## config.mk

```make
export PLATFORM = sky130hd
export DESIGN_NAME = freq_div_ctrl
export DESIGN_NICKNAME = d
export VERILOG_FILES = /design/src/rtl/freq_div_ctrl_pkg.sv /design/src/rtl/freq_div_cnt.sv /design/src/rtl/freq_div_ctrl.sv
export SDC_FILE = /design/constraint.sdc
export NUM_CORES = 1
export LEC_CHECK = 0
export CELL_PAD_IN_SITES_DETAIL_PLACEMENT = 2
export CELL_PAD_IN_SITES_GLOBAL_PLACEMENT = 2
export CORE_ASPECT_RATIO = 0.6
export CORE_MARGIN = 2
export CORE_UTILIZATION = 34
export CTS_CLUSTER_DIAMETER = 60
export CTS_CLUSTER_SIZE = 12
export DETAILED_ROUTE_END_ITERATION = 8
export GPL_TIMING_DRIVEN = 0
export PLACE_DENSITY = 0.83
export SYNTH_ARGS = -nofsm -noshare
export SYNTH_HDL_FRONTEND = slang
export SYNTH_HIERARCHICAL = 1
export SYNTH_SLANG_ARGS = --single-unit
```

## constraint.sdc

```tcl
create_clock -name clk_in -period 2.81 [get_ports clk_in]
set_clock_uncertainty 0.05 [all_clocks]
set_input_delay 0.562 -clock clk_in [delete_from_list [all_inputs] [get_ports clk_in]]
set_output_delay 0.562 -clock clk_in [all_outputs]
set_load 0.005 [all_outputs]
```

## src/rtl/freq_div_ctrl_pkg.sv

```systemverilog
// rtl/freq_div_ctrl_pkg.sv - shared definitions for the programmable clock divider
// Holds the controller state encoding and the smallest legal divisor.
package freq_div_ctrl_pkg;

  typedef enum logic [1:0] {
    ST_IDLE  = 2'd0,
    ST_RUN   = 2'd1,
    ST_DRAIN = 2'd2
  } state_e;

  // Smallest divisor that still yields a high and a low phase.
  localparam int unsigned MIN_DIV = 2;

endpackage

```

## src/rtl/freq_div_cnt.sv

```systemverilog
// rtl/freq_div_cnt.sv - period counter for the clock divider
// Ports:
//   clk_in, reset : clock and asynchronous active-low reset
//   en            : advance the counter this cycle
//   load          : force the counter to 0 (takes priority over en)
//   div           : current divisor; the counter wraps after div-1
//   cnt           : current count
//   wrap          : cnt is at div-1 (combinational decode of the register)
module freq_div_cnt #(
  parameter int WIDTH = 8
) (
  input  logic             clk_in,
  input  logic             reset,
  input  logic             en,
  input  logic             load,
  input  logic [WIDTH-1:0] div,
  output logic [WIDTH-1:0] cnt,
  output logic             wrap
);

  logic [WIDTH-1:0] cnt_q;
  logic [WIDTH-1:0] cnt_d;

  assign wrap = (cnt_q == div - WIDTH'(1));
  assign cnt  = cnt_q;

  always_comb begin
    cnt_d = cnt_q;
    if (load) begin
      cnt_d = '0;
    end else if (en) begin
      cnt_d = wrap ? '0 : cnt_q + WIDTH'(1);
    end
  end

  always_ff @(posedge clk_in or negedge reset) begin
    if (!reset) begin
      cnt_q <= '0;
    end else begin
      cnt_q <= cnt_d;
    end
  end

endmodule

```

## src/rtl/freq_div_ctrl.sv

```systemverilog
// rtl/freq_div_ctrl.sv - glitch-free programmable clock divider controller
// Ports:
//   clk_in  : single clock, all logic on its rising edge
//   reset   : asynchronous active-low reset
//   run     : 1 = produce clk_out, 0 = stop at the next period boundary
//   cfg_req : level request to change the divisor to cfg_div
//   cfg_div : requested divisor, sampled when the request is accepted
//   cfg_ack : one-cycle completion pulse for a request
//   cfg_err : qualifies cfg_ack; 1 = request rejected (cfg_div below 2)
//   clk_out : registered divided clock, high for div>>1 cycles per period
//   tick    : one-cycle pulse coincident with each rising edge of clk_out
//   busy    : controller is not idle
module freq_div_ctrl
  import freq_div_ctrl_pkg::*;
#(
  parameter int WIDTH       = 8,
  parameter int DEFAULT_DIV = 2
) (
  input  logic             clk_in,
  input  logic             reset,
  input  logic             run,
  input  logic             cfg_req,
  input  logic [WIDTH-1:0] cfg_div,
  output logic             cfg_ack,
  output logic             cfg_err,
  output logic             clk_out,
  output logic             tick,
  output logic             busy
);

  localparam logic [WIDTH-1:0] MIN_DIV_W = WIDTH'(MIN_DIV);
  localparam logic [WIDTH-1:0] RST_DIV   = WIDTH'(DEFAULT_DIV);

  state_e           state_q, state_d;
  logic             start_q, start_d;
  logic [WIDTH-1:0] div_q, div_d;
  logic [WIDTH-1:0] pend_div_q, pend_div_d;
  logic             pend_vld_q, pend_vld_d;
  logic             clk_out_q, clk_out_d;
  logic             tick_q, tick_d;
  logic             ack_q, ack_d;
  logic             err_q, err_d;
  logic             busy_q, busy_d;

  logic [WIDTH-1:0] cnt;
  logic             cnt_wrap;
  logic             active;
  logic             boundary;
  logic             accept;
  logic             div_bad;
  logic             keep_running;
  logic [WIDTH-1:0] half_q;

  assign active  = (state_q != ST_IDLE);
  // The first RUN cycle is treated as a period boundary: the counter already
  // sits at 0 from IDLE, so this edge starts the first period rather than
  // advancing it.
  assign boundary = active && (start_q || cnt_wrap);
  assign accept   = cfg_req && !ack_q && !pend_vld_q;
  assign div_bad  = (cfg_div < MIN_DIV_W);
  assign half_q   = div_q >> 1;

  freq_div_cnt #(
    .WIDTH(WIDTH)
  ) u_cnt (
    .clk_in (clk_in),
    .reset  (reset),
    .en     (active),
    .load   (start_q),
    .div    (div_q),
    .cnt    (cnt),
    .wrap   (cnt_wrap)
  );

  always_comb begin
    state_d    = state_q;
    start_d    = 1'b0;
    div_d      = div_q;
    pend_div_d = pend_div_q;
    pend_vld_d = pend_vld_q;
    ack_d      = 1'b0;
    err_d      = 1'b0;

    case (state_q)
      ST_IDLE: begin
        if (run) begin
          state_d = ST_RUN;
          start_d = 1'b1;
        end
      end
      ST_RUN: begin
        if (!run) begin
          state_d = boundary ? ST_IDLE : ST_DRAIN;
        end
      end
      ST_DRAIN: begin
        if (run) begin
          state_d = ST_RUN;
        end else if (boundary) begin
          state_d = ST_IDLE;
        end
      end
      default: begin
        state_d = ST_IDLE;
      end
    endcase

    // A pending divisor is swapped in only at a period boundary, so the
    // period that just ended ran entirely at the old ratio.
    if (boundary && pend_vld_q) begin
      div_d      = pend_div_q;
      pend_vld_d = 1'b0;
      ack_d      = 1'b1;
    end

    // accept cannot coincide with the swap above because it needs an empty
    // pending slot.
    if (accept) begin
      if (div_bad) begin
        ack_d = 1'b1;
        err_d = 1'b1;
      end else if (!active) begin
        div_d = cfg_div;
        ack_d = 1'b1;
      end else begin
        pend_div_d = cfg_div;
        pend_vld_d = 1'b1;
      end
    end

    // Outputs stay low on the IDLE->RUN edge and on any edge that returns
    // to IDLE, which is what keeps the start and stop free of runt pulses.
    keep_running = active && (state_d != ST_IDLE);
    tick_d       = keep_running && boundary;
    // At a boundary the next count is 0, always below half (half >= 1).
    clk_out_d    = keep_running && (boundary || ((cnt + WIDTH'(1)) < half_q));
    busy_d       = (state_d != ST_IDLE);
  end

  always_ff @(posedge clk_in or negedge reset) begin
    if (!reset) begin
      state_q    <= ST_IDLE;
      start_q    <= 1'b0;
      div_q      <= RST_DIV;
      pend_div_q <= '0;
      pend_vld_q <= 1'b0;
      clk_out_q  <= 1'b0;
      tick_q     <= 1'b0;
      ack_q      <= 1'b0;
      err_q      <= 1'b0;
      busy_q     <= 1'b0;
    end else begin
      state_q    <= state_d;
      start_q    <= start_d;
      div_q      <= div_d;
      pend_div_q <= pend_div_d;
      pend_vld_q <= pend_vld_d;
      clk_out_q  <= clk_out_d;
      tick_q     <= tick_d;
      ack_q      <= ack_d;
      err_q      <= err_d;
      busy_q     <= busy_d;
    end
  end

  assign cfg_ack = ack_q;
  assign cfg_err = err_q;
  assign clk_out = clk_out_q;
  assign tick    = tick_q;
  assign busy    = busy_q;

endmodule

```

After elaboration in Yosys (flattened, before gate mapping)
Index checks and enable logic that the tools add are counted.
{"block": "totals", "ff_bits": 33, "latchBits": 0, "ramBits": 0, "rom_bits": 0, "in_bits": 12, "out_inout_bits": 5, "wordCells": 60, "n_memories": 0}
{"block": "classes", "n_addsub": 2, "multipliers": 0, "div_mod_pow": 0, "n_lt_le_gt_ge": 2, "eq_ne": 3, "shift": 0, "n_mux": 25, "n_bitwise": 1, "reduce_logical": 16}
{"cell": "two-way mux 8 bit", "n": 7}
{"cell": "two-way mux 1 bit", "n": 12}
{"cell": "two-way mux 2 bit", "n": 5}
{"cell": "adder 8 x 1 -> 8 bit (second input constant)", "n": 1}
{"cell": "== test 8 bit", "n": 1}
{"cell": "< comparator 8 x 2 -> 1 bit (second input constant)", "n": 1}
{"cell": "< comparator 8 x 7 -> 1 bit", "n": 1}
{"cell": "subtractor 8 x 1 -> 8 bit (second input constant)", "n": 1}
{"cell": "logical AND 1 bit", "n": 7}
{"cell": "one-hot mux 2 bit (3 select lines)", "n": 1}
{"cell": "nonzero test 2 bit", "n": 3}
{"cell": "AND reduction 3 bit", "n": 1}
{"cell": "== test 2 x 1 -> 1 bit (second input constant)", "n": 1}
{"cell": "== test 2 bit (second input constant)", "n": 1}
{"cell": "logical NOT 1 bit", "n": 2}
{"cell": "logical NOT 2 bit", "n": 1}
{"cell": "logical OR 1 bit", "n": 2}
{"cell": "NOT 1 bit", "n": 1}

Depth between registers and ports, before layout
Gate-level depths: netlist (run 1).
{"block": "logic_depth", "word_depth": 10, "ltp_mapped": 10, "ltp_nobuf": 9}

Modules after synthesis
The synthesis (run 1) kept the hierarchy.
{"module": "freq_div_ctrl", "n_inst": 1, "cells_each": 121, "area_each_um2": 1341.3, "seq_area_each_um2": 626.9}
{"module": "freq_div_cnt", "n_inst": 1, "cells_each": 85, "area_each_um2": 720.7, "seq_area_each_um2": 200.2}

Least setup slack after synthesis (run 1)
No wires, ideal clock.
{"block": "synth_path", "path_kind": "register -> register", "startpoint": "register div_q[0]", "endpoint": "register div_q[3]", "setup_time_ps": 133, "arrival_ps": 2647, "required_time_ps": 2627, "path_slack_ps": -20, "stages_incl_launch_ff": 11, "path_buffers": 1, "period_less_slack_ps": 2830, "cell_sequence": "dfrtp_1 > inv_1 > ha_1 > or3b_1 > or4_1 > a211o_1 > a211oi_4 > o211ai_1 > buf_4 > mux2i_1 > o21ai_0"}
{"block": "synth_between", "elab_chain_len": 9}
{"element": "start, declared", "line_no": "freq_div_ctrl.sv:36", "source": "logic [WIDTH-1:0] div_q, div_d;"}
{"element": "start signal, assigned", "line_no": "freq_div_ctrl.sv:155", "source": "div_q <= div_d;"}
{"element": "subtractor 8 x 1 -> 8 bit *", "line_no": "freq_div_cnt.sv:24", "source": "assign wrap = (cnt_q == div - WIDTH'(1));"}
{"element": "== test 8 bit *", "line_no": "freq_div_cnt.sv:24"}
{"element": "named net cnt_wrap", "line_no": "freq_div_ctrl.sv:46", "source": "logic cnt_wrap;"}
{"element": "logical OR 1 bit *", "line_no": "freq_div_ctrl.sv:58", "source": "assign boundary = active && (start_q || cnt_wrap);"}
{"element": "logical AND 1 bit *", "line_no": "freq_div_ctrl.sv:58"}
{"element": "logical AND 1 bit *", "line_no": "freq_div_ctrl.sv:110", "source": "if (boundary && pend_vld_q) begin"}
{"element": "two-way mux 8 bit *", "line_no": "freq_div_ctrl.sv:110"}
{"element": "two-way mux 8 bit", "line_no": "freq_div_ctrl.sv:122", "source": "end else if (!active) begin"}
{"element": "two-way mux 8 bit", "line_no": "freq_div_ctrl.sv:119", "source": "if (div_bad) begin"}
{"element": "two-way mux 8 bit *", "line_no": "freq_div_ctrl.sv:118", "source": "if (accept) begin"}
{"element": "named net div_d[3]", "line_no": "freq_div_ctrl.sv:36"}
Mark *: on every way through the listed nets, which the timed path passes. The rest lies on a longest branch.
A chain may end at the register's enable or synchronous reset.

Worst setup path after layout (run 1)
{"block": "layout_path", "startpoint": "register div_q[0]", "endpoint": "register div_q[2]"}
The elaborated chain is that of the path after synthesis.

==> results of run 1 <==
## cell type report
type                    count  area [sq um]  share of cell area [%]
clock inverters             1          30.0                    1.18
clock buffers               7          86.3                    3.40
well taps                  80           100                    3.94
flip-flops and latches     33           828                    32.6
inverters                  12          45.0                    1.77
plain buffers               7          42.5                    1.67
repair buffers             25           223                    8.77
multi-input cells         154          1180                    46.7
## flip-flops by register name (all words and copies together), names as in the netlist
signal / cells
busy: 1
cfg_ack: 1
cfg_err: 1
clk_out: 1
div_q: 8
pend_div_q: 8
pend_vld_q: 1
start_q: 1
state_q: 2
tick: 1
u_cnt/cnt: 8
## kinds of logic after synthesis
group,Yosys count
buf+inv,19
mux,17
simple gates,71
fa+ha+maj,9
xor+xnor,15
compound gates,42
flops,33
## worst max-delay path, cell delays in order, from the launching register on
cell and delay, ns:
dfrtp_1 0.39, inv_2 0.08, ha_4 0.13, or3b_4 0.38, or4_1 0.41, a211o_1 0.30
a211oi_4 0.30, o211ai_1 0.19, buf_6 0.19, mux2i_2 0.21, o2bb2ai_2 0.08
## placed cells by master, fill, tap and decap left out, drive strengths merged, types with 7 or more instances in the layout
master and count:
inv 12, nand2 17, o21ai 15, nand3 8, ha 9, xnor2 11
mux2 7, mux2i 10, clkdlybuf4s50 15, nor2 16, dfrtp 32, buf 14
clkbuf 10
## stage by stage
| step | setup TNS (ns) | setup slack, ns | utilization, % | hold WS, ns | instances |
|---|---|---|---|---|---|
| 6_report | -0.0247 | -0.0247 | 44.5 | 0.308 | 319 |
| 5_1_grt | -0.920 | -0.127 | 44.5 | 0.356 | 319 |
| 4_1_cts | -0.0281 | -0.0281 | 43.8 | 0.331 | 316 |
| 3_5_place_dp | -3.56 | -0.423 | 40.7 | 0.445 | 302 |
| 3_3_place_gp | -2.38 | -0.253 | 40.8 | 0.446 | 302 |
| 2_1_floorplan | 0 | 0.0653 | - | 0.216 | 206 |
## repair_timing
action	4_1_cts	5_1_grt
buffers inserted	5	3
cloned	1	0
endpoints found under the setup margin	17	9
pin swaps	5	7
resized for setup	6	7
## layer usage
metal / GRT usage, % / part of all wire, % / up-vias
met4: 3.04 / 0 / 0
met3: 4.59 / 2.9 / 0
met2: 32.4 / 45 / 23
li1: - / - / 811
met5: 0 / 0 / -
met1: 30.5 / 52 / 878
## path summary, 6_finish.rpt
| path | from | end |
|---|---|---|
| max | div_q[0]$_DFF_PN0_ | div_q[2]$_DFF_PN0_ |
| min | reset | u_cnt/cnt[4]$_DFFE_PN0P_ |
| max reg2reg | div_q[0]$_DFF_PN0_ | div_q[2]$_DFF_PN0_ |
| min reg2reg | pend_div_q[0]$_DFFE_PN0P_ | pend_div_q[0]$_DFFE_PN0P_ |
| max in group asynchronous | reset | div_q[2]$_DFF_PN0_ |
| min in group clk_in | pend_div_q[0]$_DFFE_PN0P_ | pend_div_q[0]$_DFFE_PN0P_ |
## power by group through the flow
stage	Sequential (mW)	Clock (mW)	Combinational, mW
after detailed placement	0.889	0	0.907
after global routing	0.914	0.509	1.12
after global placement	0.875	0	0.838
final	0.881	0.472	1.02
after CTS	0.874	0.486	0.993
after floorplan	0.797	0	0.664
==> flow_metrics.tcl, run 1 <==
set metrics [dict create \
    root_buffer "clkbuf_8" \
    routed_wl_mm 6.34 \
    cts.sinks 33 \
    combPwrFrac_pct 43.0 \
    cts_hold_buf 0 \
    cts_buffer_depth 2 \
    yosysSeqAreaShare_pct 40.1 \
    netlist_area_sq_mm 0.00206 \
    die_area_sq_mm 0.00672 \
    overflow 0 \
    synth_xor_area_share_pct 6.37 \
    cts_buffers 5 \
    synth.area.top_cells "dfrtp_1 (39%), ha_1 (5.5%), mux2_4 (5.1%)" \
    status "finished, violations left" \
    p_leak_nw 1.12 \
    cts_tree "done" \
    critPathCaptureType "flop" \
    place.gp.congestion 0.749 \
    rsz0062_at_grt "yes" \
    grt_pass1_vias 1876 \
    criticalPathCategory "reg -> reg" \
    final_area_sq_mm 0.00254 \
    num_antenna_cells 0 \
    num-fill-cells 613 \
    fin_ws_ns -0.0247 \
    drive_gt1_share_pct 18.8 \
    fp.dieH_um 64.3 \
    synth_nets 227 \
    antenna_left 0 \
    port-buffer-count 16 \
    synth_edf_count 0 \
    power.switching_uw 924 \
    critPathArrivalTime_ns 2.96 \
    areaGrowthSynthToFinish_pct 23.2 \
    worst-endpoint-required_ns 2.94 \
    nets 259 \
    coreArea_sq_mm 0.00570 \
    path_max_fanout 5 \
    finalCritPeriodShare_pct 101 \
    synth_compound_area_share_pct 15.4 \
    grt_max_degree 34 \
    finalCriticalPeriod_ns 2.83 \
    firstDrtPassIters 4 \
    report.final.slew_viol_count 0 \
    ys_seq_elements 33 \
    synthCells 206 \
    avgSynthCellArea_sq_um 10.0 \
    synthFlopType "dfrtp_1" \
    slew_headroom_pct 46.6 \
    hp-class "in -> async" \
    synth_simple_gate_area_share_pct 18.6 \
    synthMuxAreaShare_pct 9.95 \
    start_kind "flop" \
    route.detailed.drc 0 \
    rows 21 \
    violations "negative setup slack" \
    via_per_inst 5.37 \
    seqPwrFrac_pct 37.1 \
    power_density_mw_per_mm2 934 \
    synthAdderAreaFrac_pct 5.46 \
    clkLatencyLatePin_ns 0.29 \
    synth_top_area_share_pct 38.8 \
    initial_core_util_pct 36.2 \
    internal-power_mw 1.45 \
    yosysTopAreaCell "dfrtp_1" \
    synth_cell_type_count 54 \
    synth.most_common_cell "dfrtp_1" \
    htree_levels 2 \
    total_power_mw 2.37 \
    die_w_um 105 \
    p_sw_share_pct 38.9 \
    vias 1712 \
    grt_pass1_wl_mm 10.7 \
    yosysWarnings 6 \
    synth_commonest_cells "dfrtp_1 (32), nand2_1 (17), nor2_1 (16), o21ai_0 (14)" \
    maxCapViolations 0 \
    track_usage_pct 20.9 \
    r2r_setup_slack_ns -0.02 \
    wl_per_cell_um 19.9 \
    async_flop_share_pct 100 \
    r2r_cells 10 \
    grt_antenna_before_repair 0 \
    synth_top_family_by_area "simple AND/OR/NAND/NOR gates" \
    clk_pin_slew_worst_paths_ns 0.08 \
    pin_count 17 \
    ir_drop_mv 0.367 \
    hpwl_mm 4.47 \
    hold_violations 0 \
    fmax_mhz 353 \
    place_area_sq_mm 0.00232 \
    worst_slew_pin_slew_ns 0.801 \
    drtIter0Drc 80 \
    p_clk_share_pct 19.9 \
    setup_viol 1 \
]
Note: power is estimated with default switching activity, not from simulation.
==> inputs of run 2 (changes only) <==
--- a/config.mk
+++ b/config.mk
@@ -9,12 +9,12 @@
 export CELL_PAD_IN_SITES_GLOBAL_PLACEMENT = 2
 export CORE_ASPECT_RATIO = 0.6
 export CORE_MARGIN = 2
-export CORE_UTILIZATION = 34
+export CORE_UTILIZATION = 37
 export CTS_CLUSTER_DIAMETER = 60
 export CTS_CLUSTER_SIZE = 12
 export DETAILED_ROUTE_END_ITERATION = 8
 export GPL_TIMING_DRIVEN = 0
-export PLACE_DENSITY = 0.83
+export PLACE_DENSITY_LB_ADDON = 0.1
 export SYNTH_ARGS = -nofsm -noshare
 export SYNTH_HDL_FRONTEND = slang
 export SYNTH_HIERARCHICAL = 1
==> constraint.sdc (replaced) <==
create_clock -name clk_in -period 3 [get_ports clk_in]
set_clock_uncertainty 0.05 [all_clocks]
set_input_delay 0.6 -clock clk_in [delete_from_list [all_inputs] [get_ports clk_in]]
set_output_delay 0.6 -clock clk_in [all_outputs]
set_load 0.005 [all_outputs]
==> flow_metrics.tcl, run 2 (synthesis gave the netlist of run 1 again) <==
set metrics [dict create \
    layout_commonest_cell "dfrtp_1" \
    track_usage_pct 22.4 \
    htree_levels 2 \
    clk_pin_slew_worst_paths_ns 0.07 \
    root_buffer "clkbuf_8" \
    slew_headroom_pct 48.1 \
    path_max_fanout 4 \
    nets 259 \
    firstDrtPassIters 5 \
    place.gp.congestion 0.825 \
    crit_buf_inv 2 \
    routed_wl_mm 6.37 \
    grt_busiest_layer "met2" \
    cts_buffers 5 \
    finalCritPeriodShare_pct 96.1 \
    cp_cell_sequence "inv_2 > ha_4 > or3b_4 > or4_4 > a211o_1 > a211oi_4 > o211ai_1 > buf_4 > mux2i_1 > o21ai_0" \
    grt_max_degree 34 \
    critPathArrivalTime_ns 2.99 \
    hp-class "in -> async" \
    worst-endpoint-required_ns 3.11 \
    wl_per_cell_um 20.9 \
    grt_antenna_before_repair 0 \
    start_kind "flop" \
    pin_count 17 \
    rows 20 \
    power.switching_uw 852 \
    critPathCaptureType "flop" \
    cts_tree "done" \
    use_met2_pct 39.3 \
    max_stage_delay_ns 0.42 \
    die_w_um 100 \
    overflow 0 \
    met3_usage_pct 3.91 \
    vias 1761 \
    p_clk_share_pct 16.5 \
    coreArea_sq_mm 0.00520 \
    use_met1_pct 29.1 \
    via_per_inst 5.77 \
    crit_family "compound AO/OA/AOI/OAI gates" \
    fmax_mhz 347 \
    p_leak_nw 1.10 \
    clkLatencyLatePin_ns 0.29 \
    initial_core_util_pct 39.6 \
    ir_drop_mv 0.298 \
    mostFrequentLayoutCells "dfrtp_1 (32), nand2_1 (17), nor2_1 (15), clkdlybuf4s50_1 (15), o21ai_0 (12)" \
    cp_slowest_cell "or4_4" \
    p_sw_share_pct 40.6 \
    worst_slew_pin_slew_ns 0.778 \
    criticalPathCategory "reg -> reg" \
    setup_viol 0 \
    combPwrFrac_pct 44.4 \
    internal-power_mw 1.25 \
    die_area_sq_mm 0.00621 \
    cts_buffer_depth 2 \
    areaGrowthSynthToFinish_pct 20.1 \
    status "completed" \
    route.detailed.drc 0 \
    port-buffer-count 16 \
    seqPwrFrac_pct 39.2 \
    hold_violations 0 \
    total_power_mw 2.10 \
    report.final.slew_viol_count 0 \
    drive_gt1_share_pct 17.2 \
    num_antenna_cells 0 \
    maxCapViolations 0 \
    antenna_left 0 \
    cts.sinks 33 \
    rsz0062_at_grt "no" \
    dp.cells 288 \
    drtIter0Drc 71 \
    finalCriticalPeriod_ns 2.88 \
    final_cell_count_no_fill 305 \
    fp.dieH_um 61.8 \
    cts_hold_buf 0 \
    hpwl_mm 4.40 \
    grt_pass1_vias 1955 \
    power_density_mw_per_mm2 848 \
    grt_pass1_wl_mm 10.2 \
]
-- run 2: final timing paths --
kind	from	to	slack, ns	cells after the start
worst max-delay path	div_q[1]$_DFF_PN1_	div_q[3]$_DFF_PN0_	0.12	10
min in group clk_in	pend_div_q[2]$_DFFE_PN0P_	pend_div_q[2]$_DFFE_PN0P_	0.47	1
worst max register to register	div_q[1]$_DFF_PN1_	div_q[3]$_DFF_PN0_	0.12	10
worst min-delay path	reset	cfg_ack$_DFF_PN0_	0.33	1
max in group asynchronous	reset	div_q[0]$_DFF_PN0_	2.07	1
worst min register to register	pend_div_q[2]$_DFFE_PN0P_	pend_div_q[2]$_DFFE_PN0P_	0.47	1
-- run 2: power groups by stage --
stage / Combinational, mW / Sequential (mW) / Clock [mW]
6_report: 0.931 / 0.822 / 0.346
5_1_grt: 1.04 / 0.847 / 0.375
4_1_cts: 0.865 / 0.820 / 0.354
3_5_place_dp: 0.818 / 0.832 / 0
3_3_place_gp: 0.757 / 0.813 / 0
2_1_floorplan: 0.609 / 0.746 / 0
-- run 2: timing repair --
item	CTS	global route
pin swaps	3	6
setup buffers	4	4
gates resized for setup	3	8
cloned	0	1
setup endpoints to repair	14	11
-- run 2: through the flow --
stage	utilization [%]	instance area, sq um	setup WS (ns)	setup TNS, ns	hold slack [ns]
after CTS	46.5	2420	0.00735	0	0.354
after global routing	47.6	2480	0.0364	0	0.373
after detailed placement	44.2	2300	-0.344	-3.10	0.449
after floorplan	-	2060	0.170	0	0.254
after global placement	44.3	2300	-0.152	-1.27	0.447
final	47.6	2480	0.118	0	0.332
-- run 2: layout make-up --
| type | count | area (sq um) |
|---|---|---|
| inverters | 12 | 45.0 |
| flip-flops and latches | 33 | 827 |
| fillers | 553 | 2730 |
| clock buffers | 7 | 76.3 |
| multi-input cells | 154 | 1170 |
| repair buffers | 25 | 223 |
| plain buffers | 7 | 42.5 |
| well taps | 66 | 82.6 |
| clock inverters | 1 | 7.51 |
-- run 2: routing by layer --
| layer | vias to the layer above | share of wire, % |
|---|---|---|
| met3 | 5 | 1.8 |
| met5 | - | 0 |
| met4 | 0 | 0.75 |
| met1 | 931 | 49 |
| met2 | 17 | 48 |
| li1 | 808 | - |
